## src/rtl/perceptron_pkg.sv

```systemverilog
// -----------------------------------------------------------------------------
// perceptron_pkg
// Shared definitions for the perceptron datapath blocks (forward evaluation
// and weight update).
//   WORD_W     : width of every weight, bias, accumulator and output word
//   MAX_WORDS  : widest packed word vector that sel_word() can slice
//   state_e    : control states of the serial evaluation stage
//   sel_word() : returns 32-bit word i of a packed word vector
// -----------------------------------------------------------------------------
package perceptron_pkg;

    localparam int WORD_W    = 32;
    localparam int MAX_WORDS = 64;

    typedef enum logic [1:0] {
        IDLE   = 2'd0,
        ACCUM  = 2'd1,
        FINISH = 2'd2
    } state_e;

    // Callers zero-extend their N-word vector to MAX_WORDS words, so a single
    // function serves every block regardless of its own N.
    function automatic logic [WORD_W-1:0] sel_word(
        input logic [WORD_W*MAX_WORDS-1:0] vec,
        input int unsigned                 i
    );
        return vec[i*WORD_W +: WORD_W];
    endfunction

endpackage

```

## src/rtl/perceptron_eval.sv

```systemverilog
// -----------------------------------------------------------------------------
// perceptron_eval
// Serial forward evaluation of a single-layer perceptron:
//   sum = bias + sum over i of (x[i] ? w[i] : 0), one input per clock,
//   y   = (signed sum > THRESH) ? Y_HIGH : Y_LOW.
// Operands are snapshotted when start is accepted, so inputs may change
// freely while an evaluation runs.
// Ports:
//   clk     : system clock, all state on the rising edge
//   rst     : synchronous reset, active low
//   start   : request an evaluation; honoured only while busy is low
//   x       : N binary inputs, x[i] gates weight i
//   weights : N packed two's-complement weights, w[i] = weights[32i+31:32i]
//   bias    : two's-complement bias
//   busy    : evaluation in progress (registered)
//   done    : one-cycle pulse when sum/y have just been updated (registered)
//   sum     : last completed accumulator value
//   y       : last thresholded output
// -----------------------------------------------------------------------------
module perceptron_eval
    import perceptron_pkg::*;
#(
    parameter int                 N      = 8,
    parameter logic [31:0]        Y_HIGH = 32'd1,
    parameter logic [31:0]        Y_LOW  = 32'd0,
    parameter logic signed [31:0] THRESH = 32'sd0
) (
    input  logic                  clk,
    input  logic                  rst,
    input  logic                  start,
    input  logic [N-1:0]          x,
    input  logic [WORD_W*N-1:0]   weights,
    input  logic [WORD_W-1:0]     bias,
    output logic                  busy,
    output logic                  done,
    output logic [WORD_W-1:0]     sum,
    output logic [WORD_W-1:0]     y
);

    localparam int IDX_W = (N > 1) ? $clog2(N) : 1;
    localparam logic [IDX_W-1:0] IDX_LAST = IDX_W'(N - 1);

    state_e                 state_q, state_d;
    logic [IDX_W-1:0]       idx_q, idx_d;
    logic [WORD_W-1:0]      acc_q, acc_d;
    logic [WORD_W-1:0]      sum_q, sum_d;
    logic [WORD_W-1:0]      y_q, y_d;
    logic                   busy_q, busy_d;
    logic                   done_q, done_d;
    logic [N-1:0]           x_q, x_d;
    logic [WORD_W*N-1:0]    w_q, w_d;

    logic [WORD_W*MAX_WORDS-1:0] w_ext;
    logic [WORD_W-1:0]           addend;

    // Term contributed by the input currently addressed by idx.
    always_comb begin
        w_ext                 = '0;
        w_ext[WORD_W*N-1:0]   = w_q;
        addend                = x_q[idx_q] ? sel_word(w_ext, 32'(idx_q)) : '0;
    end

    always_comb begin
        state_d = state_q;
        idx_d   = idx_q;
        acc_d   = acc_q;
        sum_d   = sum_q;
        y_d     = y_q;
        busy_d  = busy_q;
        done_d  = 1'b0;
        x_d     = x_q;
        w_d     = w_q;

        case (state_q)
            IDLE: begin
                if (start) begin
                    // Bias seeds the accumulator, so it needs no copy of its own.
                    x_d     = x;
                    w_d     = weights;
                    acc_d   = bias;
                    idx_d   = '0;
                    busy_d  = 1'b1;
                    state_d = ACCUM;
                end
            end
            ACCUM: begin
                acc_d = acc_q + addend;
                idx_d = idx_q + IDX_W'(1);
                if (idx_q == IDX_LAST) begin
                    state_d = FINISH;
                end
            end
            FINISH: begin
                sum_d   = acc_q;
                y_d     = ($signed(acc_q) > THRESH) ? Y_HIGH : Y_LOW;
                done_d  = 1'b1;
                busy_d  = 1'b0;
                idx_d   = '0;
                state_d = IDLE;
            end
            default: begin
                state_d = IDLE;
                busy_d  = 1'b0;
                idx_d   = '0;
            end
        endcase
    end

    always_ff @(posedge clk) begin
        if (!rst) begin
            state_q <= IDLE;
            idx_q   <= '0;
            acc_q   <= '0;
            sum_q   <= '0;
            y_q     <= Y_LOW;
            busy_q  <= 1'b0;
            done_q  <= 1'b0;
            x_q     <= '0;
            w_q     <= '0;
        end else begin
            state_q <= state_d;
            idx_q   <= idx_d;
            acc_q   <= acc_d;
            sum_q   <= sum_d;
            y_q     <= y_d;
            busy_q  <= busy_d;
            done_q  <= done_d;
            x_q     <= x_d;
            w_q     <= w_d;
        end
    end

    assign busy = busy_q;
    assign done = done_q;
    assign sum  = sum_q;
    assign y    = y_q;

endmodule

```

## config.mk

```make
export PLATFORM = sky130hd
export DESIGN_NAME = perceptron_eval
export DESIGN_NICKNAME = d
export VERILOG_FILES = /design/src/rtl/perceptron_pkg.sv /design/src/rtl/perceptron_eval.sv
export SDC_FILE = /design/constraint.sdc
export NUM_CORES = 1
export LEC_CHECK = 0
export CAP_MARGIN = 0
export CELL_PAD_IN_SITES_DETAIL_PLACEMENT = 1
export CELL_PAD_IN_SITES_GLOBAL_PLACEMENT = 1
export CORE_UTILIZATION = 37
export CTS_BUF_LIST = sky130_fd_sc_hd__clkbuf_4 sky130_fd_sc_hd__clkbuf_8 sky130_fd_sc_hd__clkbuf_16
export DETAILED_ROUTE_END_ITERATION = 10
export PLACE_DENSITY_LB_ADDON = 0.1
export SETUP_SLACK_MARGIN = 0.02
export SLEW_MARGIN = 0
export SYNTH_ARGS = -nofsm -noshare
export SYNTH_HDL_FRONTEND = slang
export SYNTH_SLANG_ARGS = --single-unit
export TNS_END_PERCENT = 50
```

## constraint.sdc

```tcl
create_clock -name clk -period 9 [get_ports clk]
set_clock_uncertainty 0.05 [all_clocks]
set_input_delay 2.7 -clock clk [delete_from_list [all_inputs] [get_ports clk]]
set_output_delay 2.7 -clock clk [all_outputs]
set_load 0.05 [all_outputs]
```

## Word level (Yosys, flattened, before mapping)

Cells that the tools add are included.

- Bits in registers: 367
- Output and inout port bits: 66
- Input port bits: 299
- Word-level logic and storage cells: 40

- Magnitude comparators: 2
- Bitwise logic cells: 1
- Multiplexer cells: 14
- Reductions and logical operators: 6
- Equality and inequality tests: 5
- Add/subtract/negate cells: 2
- Shift-type cells: 1

Operators by type and width:

| kind | count |
|---|---|
| variable part select 2048 x 9 -> 32 bit | 1 |
| 2-to-1 mux 32 bit | 2 |
| case mux 32 bit (2 select lines) | 1 |
| adder 32 bit | 1 |
| > comparator 32 x 1 -> 1 bit (second input constant) | 1 |
| AND reduction 2 bit | 4 |
| case mux 3 bit (2 select lines) | 1 |
| less-than comparator 3 x 4 -> 1 bit (second input constant) | 1 |
| 2-to-1 mux 1 bit | 4 |
| 2-to-1 mux 2 bit | 2 |
| inequality test 2 bit (second input constant) | 2 |
| case mux 2 bit (2 select lines) | 1 |
| adder 3 x 1 -> 3 bit (second input constant) | 1 |
| binary-select mux 1 bit (select 3 bit) | 1 |
| == test 3 bit (second input constant) | 1 |
| 2-to-1 mux 3 bit | 1 |
| == test 2 x 1 -> 1 bit (second input constant) | 1 |
| == test 2 bit (second input constant) | 1 |
| logical NOT 2 bit | 1 |
| case mux 1 bit (2 select lines) | 1 |
| nonzero test 2 bit | 1 |
| inverter 1 bit | 1 |

## Depth between registers and ports, before layout

- Depth in word-level cells: 5
- Depth in mapped cells: 17
- Gate-level depth less buffers: 14

## Worst setup path after synthesis

OpenSTA, ideal clock, no wires.

- Path type: input-to-reg
- From: in start
- To: reg w_q[100]
- Arrival: 3751 ps
- Stages: 6
- Setup time: 76 ps
- Path buffers: 3
- Data required time: 8874 ps
- Path slack: 5124 ps
- Path through: and2_1 clkbuf_1 clkbuf_1 clkbuf_1 nand2_1 a21boi_0

- Cells in the longest elaborated chain, start to end: 1

RTL lines:

| item | RTL line | RTL |
|---|---|---|
| from (decl) | perceptron_eval.sv:30 | `input logic start,` |
| AND reduction 2 bit (no source line) | -- |  |
| to (signal assigned) | perceptron_eval.sv:129 | `w_q <= w_d;` |
| to (decl) | perceptron_eval.sv:51 | `logic [WORD_W*N-1:0] w_q, w_d;` |

No other way between the ends.
A chain may end at the register's enable or synchronous reset.

## Worst setup path after layout

- From: reg idx_q[0]
- To: reg acc_q[27]

- Cells in the longest elaborated chain, start to end: 5
- Elaborated cells on any way between the ends: 6
- Those cells by class: add/sub (1); shift (1); mux (4)

RTL lines:

| item | RTL line | RTL |
|---|---|---|
| from (decl) | perceptron_eval.sv:44 | `logic [IDX_W-1:0] idx_q, idx_d;` |
| from (signal assigned) | perceptron_eval.sv:122 | `idx_q <= idx_d;` |
| branches (longest 2 deep; another with variable part select 2048 x 9 -> 32 bit) | -- |  |
| 2-to-1 mux 32 bit * | perceptron_eval.sv:60 | `addend = x_q[idx_q] ? sel_word(w_ext, 32'(idx_q)) : '0;` |
| adder 32 bit * | perceptron_eval.sv:87 | `acc_d = acc_q + addend;` |
| case mux 32 bit (2 select lines) * | perceptron_eval.sv:74 | `case (state_q)` |
| to (signal assigned) | perceptron_eval.sv:113 | `acc_q <= '0;` |
| to (signal assigned) | perceptron_eval.sv:123 | `acc_q <= acc_d;` |
| to (decl) | perceptron_eval.sv:45 | `logic [WORD_W-1:0] acc_q, acc_d;` |

Every way passes the cells marked *. The select of a mux whose other input is x is not followed.

==> results.yml <==
outcome:
  status: "finished, final reports clean"
drt:
  ant_nets: 0
  num_vias: 14217
  drt-total-wl_um: 54700
  dr.pass1.iters: 5
  drt_iter0_drc: 713
  wl_per_cell_um: 19.5
  drc: 0
  avgViaCountPerCell: 5.08
floorplan:
  start_util_pct: 37.5
  coreArea_um2: 44100
  die_y_um: 214
  fp.dieW_um: 214
  ios: 365
  die-area_um2: 45600
  std_cell_rows: 77
clocking:
  clock_latency_ns: 0.56
  cts-root-buf: "clkbuf_16"
  cts.clk_slew.worst_paths_ns: 0.06
  cts_sinks: 336
  cts_post_setup_buffers_inserted: 0
  ctsHoldBuffers: 0
  htree_levels: 2
  cts_resized: 0
  cts_tree: "done"
  clockBufferDepth: 3
  cts_buffers: 40
logic_synthesis:
  synth_edf_count: 0
  synthMostInstantiatedCell: "nand2_1"
  yosysWarnings: 0
  synth_top_area_share_pct: 40.6
  async_flop_share_pct: 0
  syn_inst: 1935
  synth_area_leader_cell: "dfxtp_1"
  syn_area_um2: 16600
  ys_seq_elements: 336
  ys_seq_area_share_pct: 40.6
  synthFlopType: "dfxtp_1"
  yosysUniqueCellTypes: 57
  syn_area_per_cell_um2: 8.55
  synth_area_leaders: "dfxtp_1 41%, nand2_1 15%, a21boi_0 14%"
  yosys-top-cells-count: "673 x nand2_1, 336 x dfxtp_1, 300 x a21boi_0"
sta:
  relSlewSlack_pct: 20.8
  setup_viol: 0
  clock.fmax_ghz: 0.194
  final.min_clock_period_ns: 5.16
  period_share_pct: 57.4
  rsz0062_at_grt: "false"
  worst_slew_pin_slew_ns: 1.18
  slew_violations: 0
  hold_violations: 0
  setup_tns_ns: 0
setup_path:
  crit_type: "reg -> reg"
  path_max_fanout: 31
  end_kind: "register"
  start_kind: "register"
  critPathArrivalTime_ns: 5.54
  crit_required_ns: 9.37
  reg2reg_slack_ns: 3.84
power_and_ir_drop:
  p_per_area_nw_per_um2: 176
  max-vdd-ir-drop_mv: 0.102
  p_leak_nw: 8.02
cells_and_area:
  area_growth_pct: 29.1
  nets: 2507
  final_util_pct: 48.4
  stdcell_count: 2800
  drive_above_1_share_pct: 7.55
run:
  maxCapViolations: 0
worst_hold_path:
  hold_class: "reg -> reg"
grt:
  grt_max_degree: 232
  grt_pass1_vias: 14491
  antenna_found_initial: 17
  grt_usage_pct: 23.7
  grt_pass1_wl_um: 82500
  overflow: 0
place:
  routabilityCongestion: 0.855
  port_buffers: 333
  placed_cells_incl_taps: 2724
  hpwl_um: 38900
-- critical path: stages, from the launching register on --
cell,delay (ns)
dfxtp_4,0.61
buf_4,0.60
mux4_2,0.62
mux2i_4,0.80
a21o_1,0.26
inv_1,0.07
ha_1,0.29
a211oi_1,0.26
o21bai_1,0.20
o21ai_2,0.28
o21ai_1,0.19
a21oi_1,0.31
o21bai_1,0.15
xnor2_1,0.23
a21oi_1,0.11
-- placed cells by master, fill, tap and decap left out, types with 3 or more instances in the layout --
master / n
conb_1: 31
and3_1: 6
mux2i_1: 37
ha_1: 33
nor3_1: 6
o21a_1: 5
nor4_1: 8
a21o_1: 19
a21boi_0: 300
clkbuf_8: 9
o22ai_1: 4
o211ai_1: 3
o211a_1: 14
nor2b_1: 5
a21oi_1: 47
clkbuf_4: 12
and2_1: 5
xor2_1: 12
nand3_1: 37
o21bai_1: 4
nor3b_1: 3
inv_1: 8
nand4_1: 4
buf_4: 9
buf_12: 3
o21ai_0: 11
dfxtp_1: 333
xnor2_1: 15
diode_2: 10
mux4_2: 66
a31oi_1: 5
clkdlybuf4s50_1: 332
nor2_1: 49
nand2b_1: 8
nand2_1: 672
clkbuf_16: 40
-- layer usage --
layer  vias to the layer above  share of wire [%]  global-route usage, %
met5                         -               0.13                      0
met4                        12                2.4                   8.15
met3                        87                5.1                   5.20
met2                       281                 47                   38.8
met1                      6855                 45                   30.7
li1                       6982                  -                      -
-- cell families (layout without fill, tap and decap cells) --
group / count (synthesis) / in the layout / synth area share [%]
simple gates: 812 / 812 / 19.5
compound gates: 435 / 435 / 19.4
flops: 336 / 336 / 40.6
buf+inv: 186 / 419 / 5.10
mux: 104 / 104 / 11.3
fa+ha+maj: 34 / 34 / 2.62
xor+xnor: 27 / 27 / 1.43
other cells: 1 / 41 / 0.0227
-- through the flow --
step	power (mW)	hold slack, ns	area, um2	setup slack, ns
finish	3.77	0.410	21400	3.84
global route	3.93	0.431	21400	3.35
CTS	3.82	0.414	21300	3.71
detailed placement	2.24	0.406	20100	3.54
global placement	2.22	0.400	20100	3.52
floorplan	1.99	0.390	16700	5.12
-- area by class of cell --
| cell class | instances | area [um2] |
|---|---|---|
| Timing Repair Buffer | 345 | 3460 |
| Multi-Input combinational cell | 1443 | 9120 |
| Clock inverter | 5 | 43.8 |
| Sequential cell | 336 | 6740 |
| Fill cell | 5189 | 22800 |
| Clock buffer | 61 | 1210 |
| Antenna cell | 10 | 25.0 |
| Tap cell | 592 | 741 |
| Inverter | 8 | 30.0 |
-- final timing paths --
kind                 start         to  depth (start not counted)
hold / removal    w_q[192]   w_q[192]                          2
hold reg to reg   w_q[192]   w_q[192]                          2
setup reg to reg  idx_q[0]  acc_q[27]                         14
setup / recovery  idx_q[0]  acc_q[27]                         14
-- registers in the layout (all words and copies together), names as in the netlist --
name / flops
sum: 32
x_q: 8
idx_q: 3
state_q: 2
acc_q: 32
busy: 1
y: 1
w_q: 256
done: 1
-- where the power goes --
group	leakage, nW	switching, mW	internal [mW]
registers	2.76	0.0654	1.57
logic	4.63	0.294	0.267
clock network	0.636	0.641	0.927
total	8.02	1.00	2.77
Power figures use the tool's default switching activity.
==> patch 1 (same settings) <==
Make the reset (`rst`) asynchronous in one clocked block. Comments in the files are not updated.
--- a/src/rtl/perceptron_eval.sv
+++ b/src/rtl/perceptron_eval.sv
@@ -108,3 +108,3 @@
 
-    always_ff @(posedge clk) begin
+    always_ff @(posedge clk or negedge rst) begin
         if (!rst) begin
Behaviour: differs if rst is asserted again (counterexample within 4 cycles, from zero or initial values and one cycle with rst low); with rst held inactive, the same outputs for 4 cycles.
==> patch 1 against the original RTL <==
Setup slack gained 0.0050 ns. Synthesized cell count down 5.5%. Sequential cell count unchanged. Routed wire length is 0.43% higher. Design area up 2.2%. Critical path depth is 8 lower. Non-clock buffer count is 2 higher. Area after synthesis is 1.7% higher. Critical endpoint is now w_q[49]$_DFFE_PN0P_.
Power is not compared: it rests on default switching activity, and its combinational part moved more than twofold at a synthesized area within 25%.
==> patch 1: results (changes against the original RTL) <==
status: "finished clean"
cp-startpoint: "start"
gp_congestion: 0.843  # -1.4%
port_buffers: 333  # unchanged
drive_gt1_share_pct: 8.90  # +1.4 points
post_drt_wl_per_cell_um: 20.1  # +3.0%
p_seq_mw: 2.76
multi_input_area_share_pct: 36.0  # -6.7 points
met1_usage_pct: 35.0  # +4.3 points
synth.area.mux_share_pct: 12.7  # +1.5 points
met2WireLength_um: 25400  # -2.1%
wl_um: 55000  # +0.43%
reg2reg_to: "acc_q[31]$_DFFE_PN0P_"
grt_antenna_before_repair: 3  # -14
met1_length_um: 26600  # +8.4%
clkCellAreaFrac_pct: 5.89  # about the same
rr_worst_depth: 12  # -2
drtIter0Drc: 897  # +26%
antennaDiodeCount: 3  # -7
ys_seq_area_share_pct: 50.0  # +9.3 points
placedInstanceArea_um2: 20500  # +2.3%
cts_buffers: 39  # -2.5%
synthTopCellsByArea: "dfrtp_1 50%, nand2_1 19%, mux4_2 8.7%, ha_1 2.5%, mux2_2 2.1%"
r2r-start: "idx_q[0]$_DFFE_PN0N_"
synth_ff_type: "dfrtp_1"
grt_max_degree: 188  # -19%
arrival_ns: 5.58  # +0.04 ns
met3_length_um: 1950  # -31%
inv_count: 11  # +3
async_flop_share_pct: 100  # +100 points
dp_cells: 2660  # -2.3%
seq_area_um2: 8420  # +25%
netlist_instances: 1829  # -5.5%
rrSetupSlack_ns: 4.07  # +0.23 ns
synth_compound_area_share_pct: 6.42  # -13 points
fin_crit_sh_pct: 57.3  # about the same
core_um2: 44500  # +0.87%
synth_edf_count: 0  # unchanged
vias_per_cell: 5.08  # about the same
fin_nets: 2442  # -2.6%
p_total_mw: 8.24
buffers: 347  # +0.58%
cp-endpoint: "w_q[49]$_DFFE_PN0P_"
grtUsageTotal_pct: 24.0  # +0.33 points
top_layer: "met4"
cp_max_fo: 181  # +480%
grt_pass1_vias: 14900  # +2.6%
synthAdderAreaFrac_pct: 2.57  # -0.043 points
grt_pass1_wl_um: 86100  # +4.5%
fillers: 5049  # -2.7%
slowest_stage: "buf_4"
drt-pass1-iter-count: 4  # -1
seq_share_pct: 38.6  # +7.0 points
use_met2_pct: 37.8  # -0.99 points
final-nonclk-buf-share_pct: 15.9  # -0.26 points
post-place-ws_ns: 3.28  # -0.262 ns
multi_input_cells: 1374  # -4.8%
[patch 1: changes by cell type in the layout (fill, tap and decap cells not counted), moves of 12 or more]
| cell | change |
|---|---|
| nand3_1 | -23 |
| nand2_1 | +189 |
| a22oi_1 | +12 |
| dfrtp_1 | +333 |
| o21ai_0 | +18 |
| a21boi_0 | -299 |
| mux2_2 | +31 |
| dfxtp_1 | -333 |
[patch 1: cells by family (layout without fill, tap and decap cells)]
| kind of cell | count (synthesis) | after routing |
|---|---|---|
| mux | 129 | 129 |
| xor+xnor | 18 | 18 |
| fa+ha+maj | 34 | 34 |
| buf+inv | 149 | 424 |
| other cells | 1 | 34 |
| flops | 336 | 336 |
| compound gates | 165 | 165 |
| simple gates | 997 | 997 |
[patch 1: how the worst min path moves through the flow]
stage | startpoint | to | slack (ns) | cells past startpoint
floorplan | w_q[192]$_DFFE_PN0P_ | w_q[192]$_DFFE_PN0P_ | 0.39 | 2
global placement | w_q[32]$_DFFE_PN0P_ | w_q[32]$_DFFE_PN0P_ | 0.40 | 2
detailed placement | w_q[101]$_DFFE_PN0P_ | w_q[101]$_DFFE_PN0P_ | 0.41 | 2
CTS | w_q[101]$_DFFE_PN0P_ | w_q[101]$_DFFE_PN0P_ | 0.42 | 2
global route | w_q[94]$_DFFE_PN0P_ | w_q[94]$_DFFE_PN0P_ | 0.44 | 2
finish | w_q[101]$_DFFE_PN0P_ | w_q[101]$_DFFE_PN0P_ | 0.42 | 2
[patch 1: worst max-delay path, delay by kind of cell]
kind,cells,cell delay (ns)
AND/OR/NAND/NOR,3,0.76
buffers and inverters,3,1.90
==> patch 2 (same settings) <==
Made on the original files. Set the parameter `N` to 16 (it was 8).
--- a/src/rtl/perceptron_eval.sv
+++ b/src/rtl/perceptron_eval.sv
@@ -22,3 +22,3 @@
 #(
-    parameter int                 N      = 8,
+    parameter int                 N      = 16,
     parameter logic [31:0]        Y_HIGH = 32'd1,
Ports: changed (resized weights and x); port bits go from 365 to 629. No check against the original RTL was run, so the function may have changed too.
==> patch 2 against the original RTL <==
Sequential cell count is 265 higher. Count of clock-buffer cells in the layout rose by 36. Setup slack lost 0.36 ns. Area after synthesis grew 62%. Global-route usage rose by 6.1 points. Routed wire length rose by 100%. Design area rose by 66%. Clock power grew 76%. Largest power group unchanged. Critical path type unchanged. Power grew 76%. Non-clock buffer count up 273.
==> patch 2: results (changes against the original RTL) <==
slowest_stage: "dfxtp_4"
synth.area.mux_share_pct: 14.1  # +2.8 points
ir_drop_v: 0.0000901  # -12%
htree_levels: 3  # +1
synth_common_cells: "1189 x nand2_1, 607 x a21oi_1, 601 x dfxtp_1"
grt_antenna_before_repair: 42  # +25
met1_length_um: 48100  # +96%
setup_viol: 0  # unchanged
arrival_ns: 5.98  # +0.44 ns
synthTopCellsByArea: "dfxtp_1 45%, nand2_1 17%, mux4_2 14%, a21oi_1 11%, clkbuf_1 3.1%"
gp_congestion: 0.891  # +4.3%
post-place-ws_ns: 3.47  # -0.0649 ns
vias_per_cell: 5.40  # +6.4%
wl_um: 112000  # +100%
fillers: 8311  # +60%
clkLatencyLatePin_ns: 0.61  # +0.05 ns
sequentialPowerShare_pct: 44.1  # +0.6 points
hold_end: "w_q[462]$_SDFFE_PN0P_"
placedInstanceArea_um2: 33200  # +65%
synth_compound_area_share_pct: 14.5  # -4.8 points
postSynthAreaPerCell_um2: 8.46  # -1.1%
largest_reg_flops: 512  # +100%
synth_cell_types: 65  # +14%
cpPeakStageDelay_ns: 0.96  # +0.16 ns
ys_seq_area_share_pct: 44.9  # +4.3 points
fin_nets: 4206  # +68%
synthAdderAreaFrac_pct: 1.57  # -1.0 points
port_buffers: 597  # +79%
grt_pass1_vias: 25500  # +76%
reg2reg_to: "acc_q[30]$_SDFFE_PN0P_"
clockBufferDepth: 3  # unchanged
switching_share_pct: 26.6  # about the same
grt_max_degree: 221  # -4.7%
tightest_slew_ns: 1.27  # +0.0865 ns
post_drt_wl_per_cell_um: 24.1  # +23%
min_path_cells: 2  # unchanged
drive_gt1_share_pct: 8.83  # +1.3 points
status: "finished clean"
hold_start: "w_q[462]$_SDFFE_PN0P_"
dp_cells: 4490  # +65%
power_density_nw_per_um2: 187  # +6.0%
met3_length_um: 6220  # +120%
grt_pass1_wl_um: 164000  # +98%
p_leak_nw: 12.9  # +61%
whs_ns: 0.402  # -0.00755 ns
rr_worst_depth: 13  # -1
dp.final_hpwl_um: 83600  # +120%
grtUsageTotal_pct: 29.7  # +6.1 points
synth_xor_area_share_pct: 0.621  # -0.81 points
cts_buffers: 68  # +70%
drtIter0Drc: 2031  # +180%
clkPwrFrac_pct: 41.8  # +0.2 points
cp_max_fo: 51  # +65%
met2WireLength_um: 53600  # +110%
-- patch 2: worst min-delay path: cells and delay by family, from the launching register on --
family          cells  cell delay, ns
compound gates      1            0.05
flops               1            0.30
simple gates        1            0.05
-- patch 2: final cells by class --
| cell class | instances | area (µm²) | area share, % |
|---|---|---|---|
| clock inverter | 20 | 171 | 0.483 |
| clock buffer | 97 | 2020 | 5.70 |
| antenna | 29 | 72.6 | 0.205 |
| sequential | 601 | 12000 | 34.0 |
| tap | 950 | 1190 | 3.35 |
| multi-input combinational | 2302 | 13600 | 38.5 |
| timing repair buffer | 618 | 6230 | 17.6 |
| inverter | 19 | 78.8 | 0.222 |
-- patch 2: metal layers --
metal / up-vias / track usage (%)
met1: 12500 / 38.9
met2: 716 / 48.7
met5: - / 0
li1: 11600 / -
met3: 159 / 5.09
met4: 20 / 12.0
-- patch 2: cell families after synthesis --
kind of cell    count (synthesis)
mux                           173
compound gates                714
other cells                     1
xor+xnor                       19
simple gates                 1332
fa+ha+maj                      33
flops                         601
buf+inv                       296
-- patch 2: worst max path at each step --
stage                               start                      to  slack, ns
finish              idx_q[0]$_SDFFE_PN0N_  acc_q[30]$_SDFFE_PN0P_       3.47
global route        idx_q[0]$_SDFFE_PN0N_  acc_q[30]$_SDFFE_PN0P_       3.11
CTS                 idx_q[0]$_SDFFE_PN0N_  acc_q[25]$_SDFFE_PN0P_       3.46
detailed placement  idx_q[0]$_SDFFE_PN0N_  acc_q[25]$_SDFFE_PN0P_       3.47
global placement    idx_q[0]$_SDFFE_PN0N_  acc_q[25]$_SDFFE_PN0P_       3.60
floorplan           idx_q[0]$_SDFFE_PN0N_  acc_q[25]$_SDFFE_PN0P_       4.33
